File: src/rtl/mem_wb_pipe_if.sv
// Signal bundle for mem_wb_pipe: execute handshake, data bus, forwarding tap and regfile port.
// master = surrounding core / bus agent, slave = the pipeline stage.
interface mem_wb_pipe_if #(
  parameter int unsigned DW   = 32,
  parameter int unsigned AW   = 32,
  parameter int unsigned RSEL = 4
);
  logic            in_valid;
  logic            in_ready;
  logic [DW-1:0]   in_alu_data;
  logic [DW-1:0]   in_reg_data;
  logic            in_mem_rd;
  logic            in_mem_wr;
  logic [1:0]      in_size;
  logic            in_signed;
  logic            in_regs_we;
  logic [RSEL-1:0] in_regs_wsel;
  logic            d_req;
  logic            d_we;
  logic [AW-1:0]   d_addr;
  logic [DW-1:0]   d_wdata;
  logic [DW/8-1:0] d_be;
  logic            d_ack;
  logic [DW-1:0]   d_rdata;
  logic            fwd_valid;
  logic [RSEL-1:0] fwd_wsel;
  logic [DW-1:0]   fwd_data;
  logic            wb_we;
  logic [RSEL-1:0] wb_wsel;
  logic [DW-1:0]   wb_data;
  logic            trap;

  modport master (
    output in_valid, in_alu_data, in_reg_data, in_mem_rd, in_mem_wr, in_size, in_signed,
           in_regs_we, in_regs_wsel, d_ack, d_rdata,
    input  in_ready, d_req, d_we, d_addr, d_wdata, d_be, fwd_valid, fwd_wsel, fwd_data,
           wb_we, wb_wsel, wb_data, trap
  );

  modport slave (
    input  in_valid, in_alu_data, in_reg_data, in_mem_rd, in_mem_wr, in_size, in_signed,
           in_regs_we, in_regs_wsel, d_ack, d_rdata,
    output in_ready, d_req, d_we, d_addr, d_wdata, d_be, fwd_valid, fwd_wsel, fwd_data,
           wb_we, wb_wsel, wb_data, trap
  );
endinterface

File: src/rtl/mem_wb_pipe.sv
// Memory + writeback stage: M slot drives a req/ack data bus, W slot drives the regfile port.
// Optional macro MEM_MISALIGN_TRAP_EN: misaligned accesses trap instead of being force-aligned.
module mem_wb_pipe #(
  parameter int unsigned DW   = 32,
  parameter int unsigned AW   = 32,
  parameter int unsigned RSEL = 4
) (
  input logic          clk,
  input logic          reset,
  mem_wb_pipe_if.slave bus
);
  localparam int unsigned NB = DW / 8;
  localparam int unsigned LB = $clog2(NB);

  typedef enum logic [1:0] {StEmpty, StAlu, StBus} m_state_e;

  m_state_e        r_m_state;
  logic [DW-1:0]   r_m_alu;
  logic [DW-1:0]   r_m_wdata;
  logic [AW-1:0]   r_m_addr;
  logic [NB-1:0]   r_m_be;
  logic [LB-1:0]   r_m_lane;
  logic [1:0]      r_m_size;
  logic            r_m_rd;
  logic            r_m_wr;
  logic            r_m_signed;
  logic            r_m_regs_we;
  logic            r_m_trap;
  logic [RSEL-1:0] r_m_wsel;
  logic            r_wb_we;
  logic [RSEL-1:0] r_wb_wsel;
  logic [DW-1:0]   r_wb_data;
  logic            r_trap;

  logic [1:0]      w_size;
  logic [LB-1:0]   w_lane_raw;
  logic [LB-1:0]   w_lane_mask;
  logic [LB-1:0]   w_lane;
  logic [AW-1:0]   w_addr;
  logic [NB-1:0]   w_be;
  logic [DW-1:0]   w_wdata;
  logic            w_mem;
  logic            w_trap;
  logic            w_req;
  logic            w_m_done;
  logic            w_accept;
  logic [6:0]      w_pad;
  logic [DW-1:0]   w_shift;
  logic [DW-1:0]   w_left;
  logic signed [DW-1:0] w_left_s;
  logic [DW-1:0]   w_sra;
  logic [DW-1:0]   w_load;

  assign w_req    = (r_m_state == StBus);
  assign w_m_done = (r_m_state == StAlu) | (w_req & bus.d_ack);
  assign w_accept = bus.in_valid & bus.in_ready;
  assign w_mem    = bus.in_mem_rd | bus.in_mem_wr;
  assign w_addr   = AW'(bus.in_alu_data);

  // Decode of the incoming op: clamp size, align lane, build byte enables and store lanes.
  always_comb begin
    w_size = bus.in_size;
    if (DW == 32 && w_size == 2'd3) w_size = 2'd2;
    w_lane_raw = bus.in_alu_data[LB-1:0];
    unique case (w_size)
      2'd0:    w_lane_mask = '1;
      2'd1:    w_lane_mask = ~LB'(1);
      2'd2:    w_lane_mask = ~LB'(3);
      default: w_lane_mask = '0;
    endcase
    w_lane = w_lane_raw & w_lane_mask;
`ifdef MEM_MISALIGN_TRAP_EN
    w_trap = w_mem & (|(w_lane_raw & ~w_lane_mask));
`else
    w_trap = 1'b0;
`endif
    unique case (w_size)
      2'd0: begin
        w_be    = NB'(1) << w_lane;
        w_wdata = {NB{bus.in_reg_data[7:0]}};
      end
      2'd1: begin
        w_be    = NB'(3) << w_lane;
        w_wdata = {(DW / 16){bus.in_reg_data[15:0]}};
      end
      2'd2: begin
        w_be    = NB'(4'hF) << w_lane;
        w_wdata = {(DW / 32){bus.in_reg_data[31:0]}};
      end
      default: begin
        w_be    = '1;
        w_wdata = bus.in_reg_data;
      end
    endcase
  end

  // Load extraction: move the lane to bit 0, then shift left/right to zero- or sign-extend.
  always_comb begin
    w_shift = bus.d_rdata >> {r_m_lane, 3'b000};
    unique case (r_m_size)
      2'd0:    w_pad = 7'(DW - 8);
      2'd1:    w_pad = 7'(DW - 16);
      2'd2:    w_pad = 7'(DW - 32);
      default: w_pad = 7'd0;
    endcase
    w_left   = w_shift << w_pad;
    w_left_s = w_left;
    w_sra    = w_left_s >>> w_pad;
    w_load   = r_m_signed ? w_sra : (w_left >> w_pad);
  end

  always_ff @(posedge clk) begin
    if (!reset) begin
      r_m_state   <= StEmpty;
      r_m_alu     <= '0;
      r_m_wdata   <= '0;
      r_m_addr    <= '0;
      r_m_be      <= '0;
      r_m_lane    <= '0;
      r_m_size    <= '0;
      r_m_rd      <= 1'b0;
      r_m_wr      <= 1'b0;
      r_m_signed  <= 1'b0;
      r_m_regs_we <= 1'b0;
      r_m_trap    <= 1'b0;
      r_m_wsel    <= '0;
      r_wb_we     <= 1'b0;
      r_wb_wsel   <= '0;
      r_wb_data   <= '0;
      r_trap      <= 1'b0;
    end else begin
      // W reloads every cycle; stores and trapped ops never write a register.
      r_wb_we   <= w_m_done & r_m_regs_we & ~r_m_wr & ~r_m_trap;
      r_wb_wsel <= r_m_wsel;
      r_wb_data <= r_m_rd ? w_load : r_m_alu;
      r_trap    <= w_m_done & r_m_trap;
      if (w_accept) begin
        r_m_state   <= (w_mem & ~w_trap) ? StBus : StAlu;
        r_m_alu     <= bus.in_alu_data;
        r_m_wdata   <= w_wdata;
        r_m_addr    <= w_addr & ~AW'(NB - 1);
        r_m_be      <= w_be;
        r_m_lane    <= w_lane;
        r_m_size    <= w_size;
        r_m_rd      <= bus.in_mem_rd;
        r_m_wr      <= bus.in_mem_wr;
        r_m_signed  <= bus.in_signed;
        r_m_regs_we <= bus.in_regs_we;
        r_m_trap    <= w_trap;
        r_m_wsel    <= bus.in_regs_wsel;
      end else if (w_m_done) begin
        r_m_state <= StEmpty;
      end
    end
  end

  assign bus.in_ready  = (r_m_state == StEmpty) | w_m_done;
  assign bus.d_req     = w_req;
  assign bus.d_we      = w_req & r_m_wr;
  assign bus.d_addr    = r_m_addr;
  assign bus.d_wdata   = r_m_wdata;
  assign bus.d_be      = w_req ? r_m_be : '0;
  assign bus.fwd_valid = (r_m_state != StEmpty) & ~r_m_rd & ~r_m_wr & r_m_regs_we;
  assign bus.fwd_wsel  = r_m_wsel;
  assign bus.fwd_data  = r_m_alu;
  assign bus.wb_we     = r_wb_we;
  assign bus.wb_wsel   = r_wb_wsel;
  assign bus.wb_data   = r_wb_data;
  assign bus.trap      = r_trap;
endmodule
File: src/flat_wrapper.sv
// flat-port wrapper written by rule: the top's interface ports become plain ports
module mem_wb_pipe_flat 
#(
  parameter int unsigned DW   = 32,
  parameter int unsigned AW   = 32,
  parameter int unsigned RSEL = 4
)
  (clk, reset, bus_in_valid, bus_in_alu_data, bus_in_reg_data, bus_in_mem_rd, bus_in_mem_wr, bus_in_size, bus_in_signed, bus_in_regs_we, bus_in_regs_wsel, bus_d_ack, bus_d_rdata, bus_in_ready, bus_d_req, bus_d_we, bus_d_addr, bus_d_wdata, bus_d_be, bus_fwd_valid, bus_fwd_wsel, bus_fwd_data, bus_wb_we, bus_wb_wsel, bus_wb_data, bus_trap);
  mem_wb_pipe_if #(.DW(DW), .AW(AW), .RSEL(RSEL)) bus_i ();
  input logic clk;
  input logic reset;
  input wire logic [$bits(bus_i.in_valid)-1:0] bus_in_valid;
  input wire logic [$bits(bus_i.in_alu_data)-1:0] bus_in_alu_data;
  input wire logic [$bits(bus_i.in_reg_data)-1:0] bus_in_reg_data;
  input wire logic [$bits(bus_i.in_mem_rd)-1:0] bus_in_mem_rd;
  input wire logic [$bits(bus_i.in_mem_wr)-1:0] bus_in_mem_wr;
  input wire logic [$bits(bus_i.in_size)-1:0] bus_in_size;
  input wire logic [$bits(bus_i.in_signed)-1:0] bus_in_signed;
  input wire logic [$bits(bus_i.in_regs_we)-1:0] bus_in_regs_we;
  input wire logic [$bits(bus_i.in_regs_wsel)-1:0] bus_in_regs_wsel;
  input wire logic [$bits(bus_i.d_ack)-1:0] bus_d_ack;
  input wire logic [$bits(bus_i.d_rdata)-1:0] bus_d_rdata;
  output wire logic [$bits(bus_i.in_ready)-1:0] bus_in_ready;
  output wire logic [$bits(bus_i.d_req)-1:0] bus_d_req;
  output wire logic [$bits(bus_i.d_we)-1:0] bus_d_we;
  output wire logic [$bits(bus_i.d_addr)-1:0] bus_d_addr;
  output wire logic [$bits(bus_i.d_wdata)-1:0] bus_d_wdata;
  output wire logic [$bits(bus_i.d_be)-1:0] bus_d_be;
  output wire logic [$bits(bus_i.fwd_valid)-1:0] bus_fwd_valid;
  output wire logic [$bits(bus_i.fwd_wsel)-1:0] bus_fwd_wsel;
  output wire logic [$bits(bus_i.fwd_data)-1:0] bus_fwd_data;
  output wire logic [$bits(bus_i.wb_we)-1:0] bus_wb_we;
  output wire logic [$bits(bus_i.wb_wsel)-1:0] bus_wb_wsel;
  output wire logic [$bits(bus_i.wb_data)-1:0] bus_wb_data;
  output wire logic [$bits(bus_i.trap)-1:0] bus_trap;
  assign bus_i.in_valid = bus_in_valid;
  assign bus_i.in_alu_data = bus_in_alu_data;
  assign bus_i.in_reg_data = bus_in_reg_data;
  assign bus_i.in_mem_rd = bus_in_mem_rd;
  assign bus_i.in_mem_wr = bus_in_mem_wr;
  assign bus_i.in_size = bus_in_size;
  assign bus_i.in_signed = bus_in_signed;
  assign bus_i.in_regs_we = bus_in_regs_we;
  assign bus_i.in_regs_wsel = bus_in_regs_wsel;
  assign bus_i.d_ack = bus_d_ack;
  assign bus_i.d_rdata = bus_d_rdata;
  assign bus_in_ready = bus_i.in_ready;
  assign bus_d_req = bus_i.d_req;
  assign bus_d_we = bus_i.d_we;
  assign bus_d_addr = bus_i.d_addr;
  assign bus_d_wdata = bus_i.d_wdata;
  assign bus_d_be = bus_i.d_be;
  assign bus_fwd_valid = bus_i.fwd_valid;
  assign bus_fwd_wsel = bus_i.fwd_wsel;
  assign bus_fwd_data = bus_i.fwd_data;
  assign bus_wb_we = bus_i.wb_we;
  assign bus_wb_wsel = bus_i.wb_wsel;
  assign bus_wb_data = bus_i.wb_data;
  assign bus_trap = bus_i.trap;
  mem_wb_pipe #(.DW(DW), .AW(AW), .RSEL(RSEL)) u_core (.clk(clk), .reset(reset), .bus(bus_i));
endmodule
File: config.mk
export PLATFORM = sky130hd
export DESIGN_NAME = mem_wb_pipe_flat
export DESIGN_NICKNAME = d
export VERILOG_FILES = /design/src/rtl/mem_wb_pipe_if.sv /design/src/rtl/mem_wb_pipe.sv /design/src/flat_wrapper.sv
export SDC_FILE = /design/constraint.sdc
export NUM_CORES = 1
export LEC_CHECK = 0
export ABC_CLOCK_PERIOD_IN_PS = 2500
export CORE_MARGIN = 1.5
export CORE_UTILIZATION = 45
export CTS_CLUSTER_DIAMETER = 50
export DETAILED_ROUTE_END_ITERATION = 7
export GPL_TIMING_DRIVEN = 0
export HOLD_SLACK_MARGIN = 0.1
export PLACE_DENSITY = 0.94
export SYNTH_ARGS = -nofsm -noshare
export SYNTH_HDL_FRONTEND = slang
export SYNTH_SLANG_ARGS = --single-unit
File: constraint.sdc
create_clock -name clk -period 2.5 [get_ports clk]
set_clock_uncertainty 0.1 [all_clocks]
set_input_delay 0.75 -clock clk [delete_from_list [all_inputs] [get_ports clk]]
set_output_delay 0.75 -clock clk [all_outputs]
set_load 0.005 [all_outputs]
# After elaboration in Yosys (flattened, before gate mapping)
# Index checks and enable logic that the tools add are counted.
# W data, S select, Z words.
[op_classes]
add_sub_neg = 0
mul = 0
n_div = 0
order_cmp = 0
n_eq_ne = 6
shifts = 7
muxes = 11
bitwise_logic = 14
reduce_logical = 5
[op_table]
columns = ["op", "n"]
rows = [
  ["$mux W32", 2],
  ["$pmux W32 S2", 1],
  ["$shr A32 B5 Y32", 2],
  ["$shl A32 B5 Y32", 1],
  ["$sshr A32 B5 Y32", 1],
  ["$pmux W4 S3", 1],
  ["$pmux W5 S2", 1],
  ["$and A1 B1 Y1", 8],
  ["$mux W2", 4],
  ["$eq A2 B1 Y1 const B", 3],
  ["$eq A2 B2 Y1 const B", 3],
  ["$logic_not A2 Y1", 3],
  ["$mux W4", 1],
  ["$pmux W2 S2", 1],
  ["$reduce_bool A2 Y1", 2],
  ["$shl A1 B2 Y4 const A", 1],
  ["$shl A2 B2 Y4 const A", 1],
  ["$shl A4 B2 Y4 const A", 1],
  ["$or A1 B1 Y1", 3],
  ["$and A2 B2 Y2", 1],
  ["$not A1 Y1", 2],
]
[word_totals]
regBits = 149
latch_bits = 0
mem_bits_rw = 0
romBits = 0
input_bits = 110
out_inout_bits = 146
word_cells = 58
memories = 0

# Depth between registers and ports, before layout
# Gate-level depths: netlist of run 1.
[depth]
depth_word = 7
mapped_depth = 6
ltp_nobuf = 4

# Worst setup path before layout of run 1
# OpenSTA, ideal clock, no wires.
[synth_path]
kind = "input-to-reg"
startpoint = "input bus_d_rdata[15]"
endpoint = "register u_core.r_wb_data[10], in the netlist u_core.bus.wb_data[10]"
setup_time_ps = 116
t_arrival_ps = 1667
required_ps = 2284
slack_ps = 617
stages = 4
path_buffers = 0
cell_sequence = "mux4_1 > a21o_2 > a21oi_1 > nor2_1"
[synth_via]
elab_chain_cells = 5
word_cells_on_any_way = 6
cone_classes = "4 x shift; 2 x mux"
[synth_rtl]
columns = ["element", "line_no", "source"]
rows = [
  ["start: declaration", "flat_wrapper.sv:22", "input wire logic [$bits(bus_i.d_rdata)-1:0] bus_d_rdata;"],
  ["$shr A32 B5 Y32 (*)", "mem_wb_pipe.sv:99", "w_shift = bus.d_rdata >> {r_m_lane, 3'b000};"],
  ["$shl A32 B5 Y32 (*)", "mem_wb_pipe.sv:106", "w_left = w_shift << w_pad;"],
  ["$shr A32 B5 Y32 or $sshr A32 B5 Y32 (tied branches)", "mem_wb_pipe.sv:109, mem_wb_pipe.sv:108", ""],
  ["$mux W32 (*)", "mem_wb_pipe.sv:109", "w_load = r_m_signed ? w_sra : (w_left >> w_pad);"],
  ["$mux W32 (*)", "mem_wb_pipe.sv:135", "r_wb_data <= r_m_rd ? w_load : r_m_alu;"],
  ["end signal: assignment", "mem_wb_pipe.sv:135", ""],
  ["end: declaration", "mem_wb_pipe.sv:32", "logic [DW-1:0] r_wb_data;"],
]
# Every way passes the cells marked *; elsewhere a longest branch is shown, timed or not.
# A chain may end at the register's enable or synchronous reset.

# Worst setup path in the final report of run 1
[layout_path]
startpoint = "input bus_d_ack"
endpoint = "output bus_in_ready"
[layout_via]
elab_chain_cells = 3
[layout_rtl]
columns = ["element", "line_no", "source"]
rows = [
  ["start: declaration", "flat_wrapper.sv:21", "input wire logic [$bits(bus_i.d_ack)-1:0] bus_d_ack;"],
  ["$and A1 B1 Y1", "mem_wb_pipe.sv:55", "assign w_m_done = (r_m_state == StAlu) | (w_req & bus.d_ack);"],
  ["$or A1 B1 Y1", "mem_wb_pipe.sv:55", ""],
  ["$or A1 B1 Y1", "mem_wb_pipe.sv:157", "assign bus.in_ready = (r_m_state == StEmpty) | w_m_done;"],
  ["end: declaration", "flat_wrapper.sv:23", "output wire logic [$bits(bus_i.in_ready)-1:0] bus_in_ready;"],
]
# No other way between the ends.

==> impl_metrics.toml, run 1 <==
[yosys]
avgSynthCellArea_um2 = 8.620
netlist_instances = 651
synth-edff-count = 0
synth.distinct_cells = 41
synth_top_area_share = 0.4245
ys_ff_latch = 119
synth_area_leader_cell = "dfxtp_1"
ys_seq_area_frac = 0.4245
synthFlopType = "dfxtp_1"
synth_area_um2 = 5612
synth-async-reset-ratio = 0
synth_area_leaders = "dfxtp_1 42%, nand2_1 11%, mux2i_1 8.4%"
ys_warn_count = 0

[critical_path]
crit_path_cell_trace = "clkdlybuf4s50_1 -> nand2b_1 -> nand2_1 -> clkdlybuf4s15_1"
worstPathArrival_ns = 1.62
cp_slowest_cell = "clkdlybuf4s50_1"
critPathMaxStageDelay_ns = 0.47
critPathMaxFanout = 2
end_kind = "primary output"
worstSetupPathType = "primary input to primary output"
crit_required_ns = 1.65
ff2ff_path_depth = 4
startpoint_type = "primary input"

[detailed_routing]
via_per_inst = 5.206
routed-via-count = 5763
drcViolationCount = 0
ant_nets = 0
drt-total-wl_mm = 19.40
wl_per_cell_um = 17.52
drt-pass1-iter-count = 7
drt_iter0_drc = 458

[sta]
fin_crit_sh = 0.9877
timing.fmax_mhz = 405.0
period_minus_slack_ns = 2.469
finalSetupViolCount = 0
finalMaxSlewViolations = 0
max_slew_margin = 0.5745
holdWs_ns = 0.3578
max_slew.worst_pin.slew_ns = 0.6359
rsz0062_at_grt = "no"
finalHoldViolCount = 0

[global_route]
grt_overflow = 0
grt_max_degree = 18
grt_usage = 0.2909
grt_pass1_wl_mm = 28.82
antenna_found_initial = 0
grt_pass1_vias = 5459

[final_layout]
nets = 1036
antenna_cells = 0
mostFrequentLayoutCell = "clkdlybuf4s50_1"
final.fill_count = 891
utilization = 0.7437
final-seq-area_um2 = 2384
drive_above_1_share = 0.1171
area_delta_synth_final_pct = 60.51
layout_common_cells = "243 x clkdlybuf4s50_1, 163 x nand2_1, 118 x dfxtp_1, 49 x a21boi_0, 47 x mux2i_1"
multiInputGateArea_um2 = 2739

[die]
fp.dieW_um = 114.7
die-height_um = 114.7
num_rows = 40
coreArea_um2 = 12110
ios = 256
start_util = 0.4633
die_area_um2 = 13150

[power_and_ir_drop]
vdd.ir_drop.worst_uv = 649.0
power.density_nw_per_um2 = 631.2
power_leakage_uw = 0.003649

[clocking]
cts_tree = "done"
insertion_delay_ns = 0.41
clkSinkCount = 119
clockBufferDepth = 2
path_clk_slew_ns = 0.05
holdBufCountCts = 0
cts_max_level = 4
root_buffer = "clkbuf_16"
cts_buffers = 17

[place]
hpwlAfterDp_mm = 14.87
portBuffers = 251
gp_congestion = 0.9305

[run_status]
outcome = "complete, no violations"

[run]
maxCapViolCount = 0

[worst_hold_path]
holdPathStages = 2
hp-class = "flop to flop"
[cell usage after synthesis, types with 14 or more instances]
master      n
o21ai_0    42
mux2i_1    47
a21oi_1    25
o211a_1    18
clkbuf_1   22
a21boi_1   14
nand2_1   163
dfxtp_1   119
buf_4      37
buf_2      17
a21boi_0   49
[cell type report]
class / count / area share
tap: 168 / 0.02334
sequential: 119 / 0.2646
multi-input combinational: 449 / 0.3041
inverter: 3 / 0.001250
clock buffer: 23 / 0.05195
buffer: 81 / 0.05626
timing repair buffer: 255 / 0.2821
clock inverter: 9 / 0.01639
[power breakdown]
group	internal, uW	switching, uW	total (uW)
Clock	1710	851	2560
Combinational	595	427	1020
Sequential	2020	78.8	2100
[cell families after synthesis]
logic type | count (synthesis) | synth area share
compound gates | 164 | 0.2047
buf+inv | 85 | 0.09097
flops | 119 | 0.4245
mux | 57 | 0.1070
other cells | 1 | 0.0006683
simple gates | 225 | 0.1721
[flip-flops by register name, indices dropped and copies added (netlist names)]
name	count
u_core.bus.wb_we	1
u_core.r_m_be	4
u_core.r_m_lane	2
u_core.bus.fwd_wsel	4
u_core.r_m_rd	1
u_core.r_m_wr	1
u_core.bus.d_wdata	32
u_core.r_m_regs_we	1
u_core.bus.wb_wsel	4
u_core.bus.wb_data	32
u_core.r_m_size	2
u_core.bus.fwd_data	32
u_core.r_m_state	2
u_core.r_m_signed	1
[stage by stage]
step | setup slack (ns) | setup TNS [ns] | cells | instance area, um2 | total power (uW)
2_1_floorplan | 0.6172 | 0 | 653 | 5619 | 2536
3_3_place_gp | -0.2600 | -2.454 | 1072 | 8342 | 3117
3_5_place_dp | -0.2635 | -4.378 | 1072 | 8342 | 3142
4_1_cts | 0.003628 | 0 | 1106 | 8999 | 5691
5_1_grt | 0.008819 | 0 | 1107 | 9007 | 5868
6_report | 0.03083 | 0 | 1107 | 9007 | 5685
[layer usage]
metal / vias to the layer above / wire (um) / global-route usage
li1: 2742 / - / -
met1: 2666 / 7450 / 0.3294
met2: 313 / 9529 / 0.5158
met3: 42 / 1849 / 0.07941
met4: 0 / 567 / 0.1192
met5: - / 0 / 0
[worst paths after layout]
| check | to | slack (ns) | from |
|---|---|---|---|
| worst max register to register | u_core.bus.wb_data[14] | 0.62 | u_core.r_m_lane[0] |
| worst min register to register | u_core.bus.d_wdata[30] | 0.36 | u_core.bus.d_wdata[30] |
| worst min-delay path | u_core.bus.d_wdata[30] | 0.36 | u_core.bus.d_wdata[30] |
| worst max-delay path | bus_in_ready | 0.03 | bus_d_ack |
[critical path, delay by kind of cell]
kind          cells  cell delay [ns]
simple gates      2             0.19
buf+inv           2             0.68
[what timing repair did]
item                                    CTS  global route
setup buffers                             3             1
endpoints found under the setup margin    8             1
pin swaps                                 3             1
resized for setup                        19             1
(Power assumes the default switching activity.)
==> run 2: changes to the inputs <==
Settings changed: CAP_MARGIN set to 25.
==> results of run 2 <==
No change in the layout: final DEF, timing and power equal those of run 1.
